[src/rtl/run_controller.sv]
// Upstream sequencer for the 9-bit core: loads a program image into imem, pulses start, counts run cycles to halt.
// Optional run-cycle limit enabled by defining RUN_CTRL_TIMEOUT_EN.
module run_controller #(
  parameter int unsigned INSTR_WIDTH    = 9,
  parameter int unsigned ADDR_WIDTH     = 8,
  parameter int unsigned START_CYCLES   = 2,
  parameter int unsigned CNT_WIDTH      = 16,
  parameter int unsigned TIMEOUT_CYCLES = 'hFFF0
) (
  input  logic                   clk,
  input  logic                   rst_n,
  input  logic                   go,
  input  logic                   load_valid,
  input  logic [INSTR_WIDTH-1:0] load_data,
  input  logic                   load_last,
  output logic                   load_ready,
  output logic                   imem_we,
  output logic [ADDR_WIDTH-1:0]  imem_addr,
  output logic [INSTR_WIDTH-1:0] imem_wdata,
  output logic                   cpu_start,
  input  logic                   cpu_halt,
  output logic                   busy,
  output logic                   done,
  output logic                   overflow,
  output logic                   timeout,
  output logic [ADDR_WIDTH:0]    prog_len,
  output logic [CNT_WIDTH-1:0]   cycle_count
);

  localparam int unsigned LEN_W = ADDR_WIDTH + 1;
  localparam int unsigned SC_W  = (START_CYCLES < 2) ? 1 : $clog2(START_CYCLES);
  localparam logic [ADDR_WIDTH-1:0] LAST_ADDR = '1;
  localparam logic [SC_W-1:0]       SC_LAST   = SC_W'(START_CYCLES - 1);
  localparam logic [CNT_WIDTH-1:0]  CNT_MAX   = '1;

  typedef enum logic [2:0] {
    S_IDLE  = 3'd0,
    S_LOAD  = 3'd1,
    S_START = 3'd2,
    S_RUN   = 3'd3,
    S_DONE  = 3'd4
  } state_e;

  state_e               state_q, state_d;
  logic [LEN_W-1:0]     prog_len_q, prog_len_d;
  logic [SC_W-1:0]      sc_q, sc_d;
  logic [CNT_WIDTH-1:0] cnt_q, cnt_d;
  logic                 ovf_q, ovf_d;
  logic                 to_q, to_d;
  logic                 hs;

  always_ff @(posedge clk) begin
    if (!rst_n) begin
      state_q    <= S_IDLE;
      prog_len_q <= '0;
      sc_q       <= '0;
      cnt_q      <= '0;
      ovf_q      <= 1'b0;
      to_q       <= 1'b0;
    end else begin
      state_q    <= state_d;
      prog_len_q <= prog_len_d;
      sc_q       <= sc_d;
      cnt_q      <= cnt_d;
      ovf_q      <= ovf_d;
      to_q       <= to_d;
    end
  end

  // The write pointer is the low bits of prog_len; the extra bit lets it report a full memory.
  always_comb begin
    state_d    = state_q;
    prog_len_d = prog_len_q;
    sc_d       = sc_q;
    cnt_d      = cnt_q;
    ovf_d      = ovf_q;
    to_d       = to_q;
    load_ready = 1'b0;
    hs         = 1'b0;
    imem_we    = 1'b0;
    imem_addr  = '0;
    imem_wdata = '0;
    case (state_q)
      S_IDLE: begin
        if (go) begin
          state_d    = S_LOAD;
          prog_len_d = '0;
          ovf_d      = 1'b0;
          to_d       = 1'b0;
        end
      end
      S_LOAD: begin
        load_ready = 1'b1;
        hs         = load_valid;
        if (hs) begin
          imem_we    = 1'b1;
          imem_addr  = prog_len_q[ADDR_WIDTH-1:0];
          imem_wdata = load_data;
          prog_len_d = prog_len_q + LEN_W'(1);
          if (load_last || prog_len_q[ADDR_WIDTH-1:0] == LAST_ADDR) begin
            state_d = S_START;
            sc_d    = '0;
            cnt_d   = '0;
            ovf_d   = !load_last;
          end
        end
      end
      S_START: begin
        sc_d = sc_q + SC_W'(1);
        if (sc_q == SC_LAST) state_d = S_RUN;
      end
      S_RUN: begin
        if (cpu_halt) begin
          state_d = S_DONE;
`ifdef RUN_CTRL_TIMEOUT_EN
        end else if (cnt_q == CNT_WIDTH'(TIMEOUT_CYCLES)) begin
          state_d = S_DONE;
          to_d    = 1'b1;
`endif
        end else if (cnt_q != CNT_MAX) begin
          cnt_d = cnt_q + CNT_WIDTH'(1);
        end
      end
      S_DONE: begin
        if (!go) state_d = S_IDLE;
      end
      default: state_d = S_IDLE;
    endcase
  end

  assign cpu_start   = (state_q == S_START);
  assign busy        = (state_q == S_LOAD) || (state_q == S_START) || (state_q == S_RUN);
  assign done        = (state_q == S_DONE);
  assign overflow    = ovf_q;
`ifdef RUN_CTRL_TIMEOUT_EN
  assign timeout     = to_q;
`else
  assign timeout     = 1'b0;
`endif
  assign prog_len    = prog_len_q;
  assign cycle_count = cnt_q;

endmodule

[config.mk]
export PLATFORM = sky130hd
export DESIGN_NAME = run_controller
export DESIGN_NICKNAME = d
export VERILOG_FILES = /design/src/rtl/run_controller.sv
export SDC_FILE = /design/constraint.sdc
export NUM_CORES = 1
export LEC_CHECK = 0
export BUFFER_PORTS_ARGS = -buffer_cell sky130_fd_sc_hd__buf_4
export CORE_MARGIN = 2
export CORE_UTILIZATION = 35
export CTS_CLUSTER_DIAMETER = 100
export DETAILED_ROUTE_END_ITERATION = 12
export PLACE_DENSITY = 0.65
export SLEW_MARGIN = 20
export SYNTH_ARGS = -nofsm -noshare
export SYNTH_HDL_FRONTEND = slang
export SYNTH_SLANG_ARGS = --single-unit
[constraint.sdc]
create_clock -name clk -period 3.8 [get_ports clk]
set_input_delay 0.19 -clock clk [delete_from_list [all_inputs] [get_ports clk]]
set_output_delay 0.19 -clock clk [all_outputs]
set_load 0.05 [all_outputs]
Yosys cells after proc, flatten, opt, wreduce, memory -nomap -nowiden

Index checks and enable logic that the tools add are counted.

Register bits: 30
Input bits: 15
Output and inout port bits: 49
Logic and storage cells: 64

$add $sub $neg: 3
Equal/unequal tests: 14
Muxes and demuxes: 29
Reduce and logical (&&, ||, !) cells: 13

Operator list:

| operator              | number |
|---|---|
| $mux 16               | 4 |
| $mux 9                | 4 |
| $pmux 16 s2           | 1 |
| $mux 3                | 6 |
| $pmux 9 s2            | 1 |
| $add 16x1->16 const B | 1 |
| $mux 8                | 2 |
| $ne 16x16->1 const B  | 1 |
| $pmux 3 s5            | 1 |
| $ne 2x2->1 const B    | 7 |
| $add 9x1->9 const B   | 1 |
| $eq 8x8->1 const B    | 1 |
| $mux 1                | 8 |
| $eq 3x2->1 const B    | 2 |
| $reduce_and 3->1      | 2 |
| $reduce_and 6->1      | 1 |
| $reduce_bool 2->1     | 3 |
| $reduce_and 5->1      | 1 |
| $pmux 1 s2            | 2 |
| $reduce_and 4->1      | 1 |
| $eq 3x1->1 const B    | 1 |
| $eq 3x3->1 const B    | 1 |
| $logic_not 3->1       | 1 |
| $logic_or 1x1->1      | 3 |
| 3 further kinds       | 3 |

Logic depth before layout (Yosys ltp)

Gate-level depths: netlist of run 1.

Depth after elaboration: 5
Mapped depth: 8
Mapped depth without buffers: 6

Worst setup path after synthesis of run 1

OpenSTA, ideal clock, no wires.

Path type: reg2reg
Start: register cnt_q[0] (netlist: cycle_count[0])
End: register cnt_q[12] (netlist: cycle_count[12])
Library setup time: 0.059 ns
Data arrival time: 2.317 ns
Required time: 3.741 ns
Setup slack: 1.424 ns
Stages on the path, launching flop included: 9
Path buffers: 2
Period minus slack after synthesis: 2.376 ns
Cells stage by stage: dfxtp_1 -> ha_1 -> nand3_1 -> or4_1 -> buf_2 -> a22oi_4 -> and2_4 -> buf_6 -> a211o_1

Longest elaborated chain between the ends: 4
Elaborated cells between the ends (all ways): 7
Classes of those cells: add/sub (1); eq/ne (2); mux (3); reduce/logical (1)

RTL lines:

| item                   | RTL line | text |
|---|---|---|
| start, declared        | 47       | `logic [CNT_WIDTH-1:0] cnt_q, cnt_d;` |
| start signal, assigned | 64       | `cnt_q <= cnt_d;` |
| $add 16x1->16          | 121      | `cnt_d = cnt_q + CNT_WIDTH'(1);` |
| $mux 16                | 120      | `end else if (cnt_q != CNT_MAX) begin` |
| $mux 16                | 113      | `if (cpu_halt) begin` |
| $pmux 16 s2            | 83       | `case (state_q)` |

Several ways; a longest one is shown, not always the timed one. The select of a mux whose other input is x is not followed.
A chain may end at the register's enable or synchronous reset.

Worst setup path in the final report of run 1

Ends and elaborated chain as after synthesis.

==> impl_metrics.tcl, run 1 <==
set metrics [dict create \
    worstSetupEndpointType "register" \
    critPathRequiredTime_ns 3.98 \
    setup.worst_path.start_class "register" \
    peakVddDrop_mv 0.1993 \
    synthArstFlopShare_pct 0 \
    cp_slowest_cell "or4_1" \
    hold_buffers 0 \
    rsz0062_at_grt "false" \
    p_switching_uw 352.8 \
    slew_headroom_pct 43.69 \
    cts_sinks 30 \
    netlist_area_mm2 0.001723 \
    ctsLongestPathBuffers 2 \
    finalSetupViolCount 0 \
    yosysUniqueCellTypes 47 \
    synth-seq-cells 30 \
    rr_worst_depth 6 \
    num_rows 25 \
    drt_iter0_drc 90 \
    critPathTopFamily "simple AND/OR/NAND/NOR gates" \
    status "completed" \
    gr-total-overflow 0 \
    die_y_um 74.16 \
    grt_pass1_wl_mm 7.279 \
    ys_warn_count 0 \
    hp-start "load_last" \
    p_total_uw 926.5 \
    sw_frac_of_total_pct 38.08 \
    cts_tree "done" \
    dp_worst_setup_slack_ns 1.614 \
    period_needed_ns 2.191 \
    hold_path_end "overflow" \
    avgSynthCellArea_um2 7.940 \
    grt_max_degree 21 \
    antenna_cells 0 \
    cap_violations 0 \
    ioPinCount 64 \
    htree_levels 2 \
    layout_setup_ws_ns 1.609 \
    fin_crit_sh_pct 57.65 \
    worst_slew_pin_slew_ns 0.8355 \
    synth_fp_nets 234 \
    holdWs_ns 0.2039 \
    ant_nets 0 \
    worstPathCellList "ha_1 -> nand3_1 -> or4_1 -> nand2_1 -> nor3_1 -> a211o_1" \
    p_comb_share_pct 33.2 \
    finalClockSkew_ns 0.001888 \
    core_mm2 0.004723 \
    first_global_vias 1543 \
    fmax_mhz 456.5 \
    drv_slew 0 \
    detail_route.vias_per_cell 5.145 \
    cp_max_fo 8 \
    start_util_pct 36.48 \
    clkTransAtPathRegs_ns 0.06 \
    pwr-share-seq_pct 37.8 \
    die_area_mm2 0.005500 \
    insertion_delay_ns 0.28 \
    tns_ns 0 \
    cp.arrival_ns 2.37 \
    drive_above_1_share_pct 27.70 \
    min_path_type "primary input to register" \
    io_buffers 62 \
    dp_hpwl_mm 3.385 \
    reg2reg_slack_ns 1.61 \
    worstSetupPathType "register to register" \
    ys_seq_area_share_pct 34.86 \
    post_cts_buffers 0 \
    drc 0 \
    wl_per_cell_um 13.38 \
    globalplace.congestion 0.8313 \
    nets 294 \
    drt_first_pass_iters 4 \
    power_density_mw_per_mm2 398.7 \
    yosys_most_used_dff "dfxtp_1" \
    p_leak_nw 1.018 \
    path_buf_inv 0 \
    critPathMaxStageDelay_ns 0.70 \
    fp.dieW_um 74.16 \
    reg2reg_from "cycle_count[0]" \
    wirelength_mm 4.615 \
    cts_resized 0 \
    syn_to_final_growth_pct 34.86 \
    vias 1775 \
    r2r_end "cycle_count[12]" \
    cts_buffers 5 \
    power_frac_clock_pct 29.0 \
    grt_usage_pct 17.14 \
    antenna_found_initial 0 \
    final_core_util_pct 49.19 \
    whs_path_depth 4 \
    power.internal_uw 573.6 \
    cts-root-buf "clkbuf_8" \
    finalHoldViolCount 0 \
    syn_inst 217 \
    synth-edff-count 0 \
]
[worst max path at each step]
| stage | from | cells past startpoint | slack, ns | end |
|---|---|---|---|---|
| 2_1_floorplan | cycle_count[0] | 8 | 1.42 | cycle_count[12] |
| 3_3_place_gp | cycle_count[0] | 6 | 1.67 | cycle_count[12] |
| 3_5_place_dp | cycle_count[0] | 6 | 1.61 | cycle_count[13] |
| 4_1_cts | cycle_count[0] | 6 | 1.61 | cycle_count[13] |
| 5_1_grt | cycle_count[0] | 6 | 1.46 | cycle_count[10] |
| 6_report | cycle_count[0] | 6 | 1.61 | cycle_count[12] |
[cell usage after synthesis, drive strengths merged, types with 2 or more instances]
cell	instances	area [um2]
a21boi	2	15.01
a31oi	5	31.28
o22a	3	26.28
nor3b	2	15.01
dfxtp	30	600.6
and2	20	127.6
a22oi	2	28.78
and4	4	36.29
and3	7	43.79
a211o	3	26.28
xor2	6	52.55
a21oi	9	45.04
nor4	2	12.51
clkbuf	7	26.28
o21a	2	15.01
nor3	4	20.02
buf	4	28.78
mux2i	3	30.03
inv	3	11.26
nand4	5	31.28
o21ai	7	35.03
nand2	20	75.07
nor2b	2	12.51
ha	2	25.02
xnor2	3	26.28
o31ai	2	15.01
nand2b	3	18.77
o211ai	2	15.01
nor2	26	97.59
o41ai	2	25.03
nand3	15	75.07
[stage by stage]
stage | cells | area [um2]
final | 345 | 2323
after global routing | 345 | 2323
after global placement | 337 | 2232
after detailed placement | 337 | 2232
after CTS | 345 | 2323
after floorplan | 217 | 1723
[area by class of cell]
class	instances	area [um2]
sequential	30	600.6
timing repair buffer	64	480.5
inverter	3	11.26
clock inverter	1	5.005
clock buffer	7	86.33
multi-input combinational	173	1056
tap	67	83.83
fill	486	2400
[layout by cell type, fill, tap and decap left out, types with 3 or more instances in the layout]
cell type,Yosys,final
dfxtp_1,30,30
nand2b_1,3,3
xor2_1,6,6
nand3_1,15,15
nand4_1,5,5
o21ai_0,7,7
nand2_1,20,20
a31oi_1,5,5
and4_1,3,3
and3_1,7,7
o22a_1,3,3
a21oi_1,9,9
and2_1,19,19
nor2_1,26,26
nor3_1,4,4
a211o_1,3,3
clkbuf_8,0,6
mux2i_1,3,3
xnor2_1,3,3
buf_4,1,64
inv_1,3,3
[state kept, by name (all words and copies together) (netlist names)]
name,flops
sc_q,1
cycle_count,16
prog_len,9
state_q,3
overflow,1
[cell families after synthesis]
kind of cell,count (synthesis),synth area share [%]
AND/OR/NAND/NOR,113,34.13
AO/OA/AOI/OAI,45,19.17
flip-flops,30,34.86
buffers and inverters,14,3.849
XOR/XNOR,9,4.575
multiplexers,3,1.743
adder cells (fa/ha/maj),2,1.452
other,1,0.2177
[routing by layer]
metal  global-route usage [%]  part of all wire (%)  vias to the layer above
li1                         -                     -                      897
met1                    21.67                    45                      812
met2                    27.68                    47                       61
met3                    4.472                   6.4                        5
met4                    7.273                   1.2                        0
met5                        0                     0                        -
[power groups by stage]
stage	logic, mW	clock network [mW]	registers (mW)
2_1_floorplan	0.220	0	0.361
3_3_place_gp	0.308	0	0.356
3_5_place_dp	0.310	0	0.357
4_1_cts	0.311	0.273	0.350
5_1_grt	0.331	0.289	0.354
6_report	0.308	0.269	0.350
[tightest hold or removal path, delay by kind of cell]
kind / cells / cell delay, ns
AND/OR/NAND/NOR: 2 / 0.10
buffers and inverters: 1 / 0.09
AO/OA/AOI/OAI: 1 / 0.06
Power figures use the tool's default switching activity.
==> run 2: changes to the inputs <==
- PLACE_DENSITY: 0.65 -> 0.67
- clock period: 3.8 -> 1.81 ns (I/O delays scaled with it)
==> impl_metrics.tcl, run 2 (synthesis gave the netlist of run 1 again) <==
set metrics [dict create \
    hold_buffers 0 \
    tns_ns 0 \
    num_rows 25 \
    fmax_mhz 582.6 \
    fp.dieW_um 74.16 \
    drc 0 \
    finalClockSkew_ns 0.004812 \
    drt_first_pass_iters 4 \
    post-place-cells 366 \
    die_y_um 74.16 \
    power.internal_mw 1.269 \
    worstSetupPathType "register to register" \
    pwr-share-seq_pct 34.8 \
    globalplace.congestion 0.7861 \
    layoutNonFillerInstCount 374 \
    grt_pass1_wl_mm 7.493 \
    htree_levels 2 \
    finalHoldViolCount 0 \
    cap_violations 0 \
    critPathRequiredTime_ns 2.03 \
    io_buffers 62 \
    p_total_mw 2.022 \
    final_common_cell "buf_4" \
    antenna_found_initial 0 \
    p_comb_share_pct 35.2 \
    fin_crit_sh_pct 94.84 \
    status "completed" \
    ctsLongestPathBuffers 2 \
    wirelength_mm 4.671 \
    rsz0062_at_grt "false" \
    post_cts_buffers 0 \
    min_path_type "primary input to register" \
    worstSetupEndpointType "register" \
    die_area_mm2 0.005500 \
    p_leak_nw 1.197 \
    first_global_vias 1708 \
    sw_frac_of_total_pct 37.26 \
    start_util_pct 36.48 \
    largest_reg_flops 16 \
    grt_usage_pct 17.55 \
    cts_sinks 30 \
    p_switching_uw 753.5 \
    final_cell_mix "buf_4 (93), nor2_1 (24), nand2_1 (19), nand3_1 (14), dfxtp_4 (14)" \
    cts_resized 1 \
    final_core_util_pct 56.26 \
    cts_tree "done" \
    insertion_delay_ns 0.28 \
    power_frac_clock_pct 30.0 \
    core_mm2 0.004723 \
    grt_max_degree 20 \
    cp.arrival_ns 1.94 \
    gr-total-overflow 0 \
    cts_buffers 5 \
    fillers 453 \
    vias 1882 \
    wl_per_cell_um 12.49 \
    finalSetupViolCount 0 \
    syn_to_final_growth_pct 54.25 \
    cts-root-buf "clkbuf_8" \
    ant_nets 0 \
    clkTransAtPathRegs_ns 0.07 \
    detail_route.vias_per_cell 5.032 \
    drv_slew 0 \
    setup.worst_path.start_class "register" \
    cp_max_fo 7 \
    period_needed_ns 1.717 \
    dp_hpwl_mm 3.610 \
    drt_iter0_drc 49 \
    power_density_mw_per_mm2 761.0 \
    regArea_um2 664.4 \
    ioPinCount 64 \
    multi_input_area_mm2 0.001096 \
    antenna_cells 0 \
    drive_above_1_share_pct 47.23 \
    peakVddDrop_mv 0.3728 \
    nets 323 \
]
[run 2: cell count changes in the layout (fill, tap and decap cells not counted), moves of 9 or more]
cell	previous run	this run
buf_4	64	93
dfxtp_1	30	7
dfxtp_4	0	14
and2_1	19	10
and2_2	0	9
dfxtp_2	0	9
[run 2: area by class of cell]
class | count | share of cell area, %
Multi-Input combinational cell | 173 | 41.24
Timing Repair Buffer | 93 | 26.27
Sequential cell | 30 | 25.00
Clock buffer | 6 | 3.531
Tap cell | 67 | 3.154
Inverter | 3 | 0.4237
Clock inverter | 2 | 0.3766
[run 2: worst paths after layout]
check / start / to / slack [ns] / cells after the start
setup reg to reg: cycle_count[1] / cycle_count[14] / 0.09 / 6
setup / recovery: cycle_count[1] / cycle_count[14] / 0.09 / 6
hold reg to reg: sc_q / sc_q / 0.45 / 1
hold / removal: load_last / overflow / 0.09 / 4
[run 2: power groups by stage]
stage                     combinational (mW)  clock (mW)  sequential, mW
final                                  0.712       0.608           0.703
after global placement                 0.706           0           0.714
after detailed placement               0.714           0           0.717
after floorplan                        0.474           0           0.739
after global routing                   0.768       0.657           0.706
after CTS                              0.718       0.623           0.701
[run 2: worst max-delay path, cell delays in order (launching register included)]
cell and delay [ns]:
dfxtp_4 0.36, ha_4 0.13, nand3_2 0.09, or4_4 0.47
a22oi_4 0.22, and2_4 0.24, a211o_1 0.14
[run 2: routing by layer]
| metal | routed length, um | global-route usage (%) | vias up | part of all wire, % |
|---|---|---|---|---|
| met5 | 0 | 0 | - | 0 |
| met4 | 61 | 6.465 | 0 | 1.3 |
| met3 | 409 | 4.607 | 7 | 8.8 |
| met2 | 2184 | 30.75 | 69 | 47 |
| met1 | 2016 | 20.56 | 857 | 43 |
| li1 | - | - | 949 | - |
[run 2: through the flow]
step | setup slack, ns | hold WS, ns | instance area, um2
final | 0.09347 | 0.08923 | 2658
after global placement | -0.003089 | 0.3817 | 2544
after floorplan | -0.04343 | 0.2607 | 1827
after CTS | 0.005743 | 0.08623 | 2650
after detailed placement | 0.01652 | 0.3938 | 2544
after global routing | 0.02276 | 0.1014 | 2658
==> run 3: changes to the inputs <==
- PLACE_DENSITY: 0.67 -> 0.64
- RECOVER_POWER: unset -> 25
==> impl_metrics.tcl, run 3 (synthesis gave the netlist of run 1 again) <==
set metrics [dict create \
    fp.dieW_um 74.16 \
    peakVddDrop_mv 0.3804 \
    dp_worst_setup_slack_ns -0.02062 \
    setup.worst_path.start_class "register" \
    die_area_mm2 0.005500 \
    die_y_um 74.16 \
    layoutNonFillerInstCount 375 \
    grt_max_degree 20 \
    cap_violations 0 \
    drt_iter0_drc 46 \
    antenna_found_initial 0 \
    critPathRequiredTime_ns 1.72 \
    reg2reg_slack_ns 0.12 \
    detail_route.vias_per_cell 5.021 \
    ioPinCount 64 \
    num_rows 25 \
    cts_tree "done" \
    slew_headroom_pct 59.50 \
    vias 1883 \
    finalHoldViolCount 0 \
    worst_slew_pin_slew_ns 0.6101 \
    min_path_type "primary input to register" \
    core_mm2 0.004723 \
    cts_sinks 30 \
    cts_buffers 5 \
    clkTransAtPathRegs_ns 0.07 \
    first_global_vias 1633 \
    wirelength_mm 4.732 \
    post-place-cells 366 \
    status "completed" \
    worstSetupEndpointType "output pin" \
    final_cell_mix "buf_4 (75), nor2_1 (24), clkbuf_1 (19), nand2_1 (18)" \
    p_total_mw 2.014 \
    ctsLongestPathBuffers 2 \
    cp.arrival_ns 1.62 \
    fmax_mhz 586.0 \
    cp_max_fo 19 \
    crit_start "state_q[2]" \
    worstSetupPathType "register to output pin" \
    fin_crit_sh_pct 94.29 \
    start_util_pct 36.48 \
    r2r_end "cycle_count[6]" \
    final_core_util_pct 54.97 \
    finalClockSkew_ns 0.007302 \
    syn_to_final_growth_pct 50.69 \
    dp_hpwl_mm 3.599 \
    gr-total-overflow 0 \
    grt_pass1_wl_mm 7.410 \
    grt_usage_pct 17.13 \
    period_needed_ns 1.707 \
    io_buffers 62 \
    globalplace.congestion 0.7856 \
    antenna_cells 0 \
    insertion_delay_ns 0.28 \
    endpoint "imem_wdata[4]" \
    layout_setup_ws_ns 0.1034 \
    nets 324 \
    htree_levels 2 \
    drc 0 \
    drv_slew 0 \
    postPlaceCellArea_mm2 0.002544 \
    ant_nets 0 \
    reg2reg_from "cycle_count[1]" \
    tns_ns 0 \
    rsz0062_at_grt "false" \
    drive_above_1_share_pct 41.56 \
    final_common_cell "buf_4" \
    p_leak_nw 1.121 \
    largest_reg_flops 16 \
    power_density_mw_per_mm2 775.7 \
    final_area_mm2 0.002596 \
    holdWs_ns 0.09712 \
    drt_first_pass_iters 4 \
    cts-root-buf "clkbuf_8" \
    rr_worst_depth 6 \
    wl_per_cell_um 12.62 \
    finalSetupViolCount 0 \
]
[run 3: cell count changes in the layout (fill, tap and decap cells not counted), sizes merged]
cell,change
clkbuf,+19
buf,-18
[run 3: final cells by class]
| class | instances | area (um2) |
|---|---|---|
| Fill cell | 480 | 2127 |
| Multi-Input combinational cell | 173 | 1099 |
| Sequential cell | 30 | 664.4 |
| Timing Repair Buffer | 94 | 634.4 |
| Clock buffer | 6 | 93.84 |
| Tap cell | 67 | 83.83 |
| Inverter | 3 | 11.26 |
| Clock inverter | 2 | 10.01 |
[run 3: worst min path at each step]
| stage | startpoint | to | depth (start not counted) |
|---|---|---|---|
| 4_1_cts | load_last | overflow | 4 |
| 6_report | load_last | overflow | 4 |
| 2_1_floorplan | rst_n | state_q[0] | 2 |
| 5_1_grt | load_last | overflow | 4 |
| 3_3_place_gp | load_last | overflow | 4 |
| 3_5_place_dp | load_last | overflow | 4 |
[run 3: what timing repair did]
action                     CTS  global route
hold buffers                 0             0
pin swaps                    1             0
gates resized for setup      1             4
setup endpoints to repair    4            31
setup buffers                1             0
[run 3: critical path, cell delays in order, from the launching register on]
cell and delay [ns]:
dfxtp_1 0.35, nand2b_1 0.23, nor2_2 0.19, buf_4 0.22
and2_2 0.16, buf_4 0.19
[run 3: metal layers]
layer,GRT usage (%),part of all wire (%),vias up
met5,0,0,-
met1,20.71,45,858
li1,-,-,959
met3,4.607,7.8,4
met4,3.636,0.63,0
met2,30.46,46,62
[run 3: where the power goes]
group	internal, mW	total, mW	switching [mW]
sequential	0.669	0.703	0.0338
combinational	0.244	0.705	0.461
clock	0.349	0.606	0.257
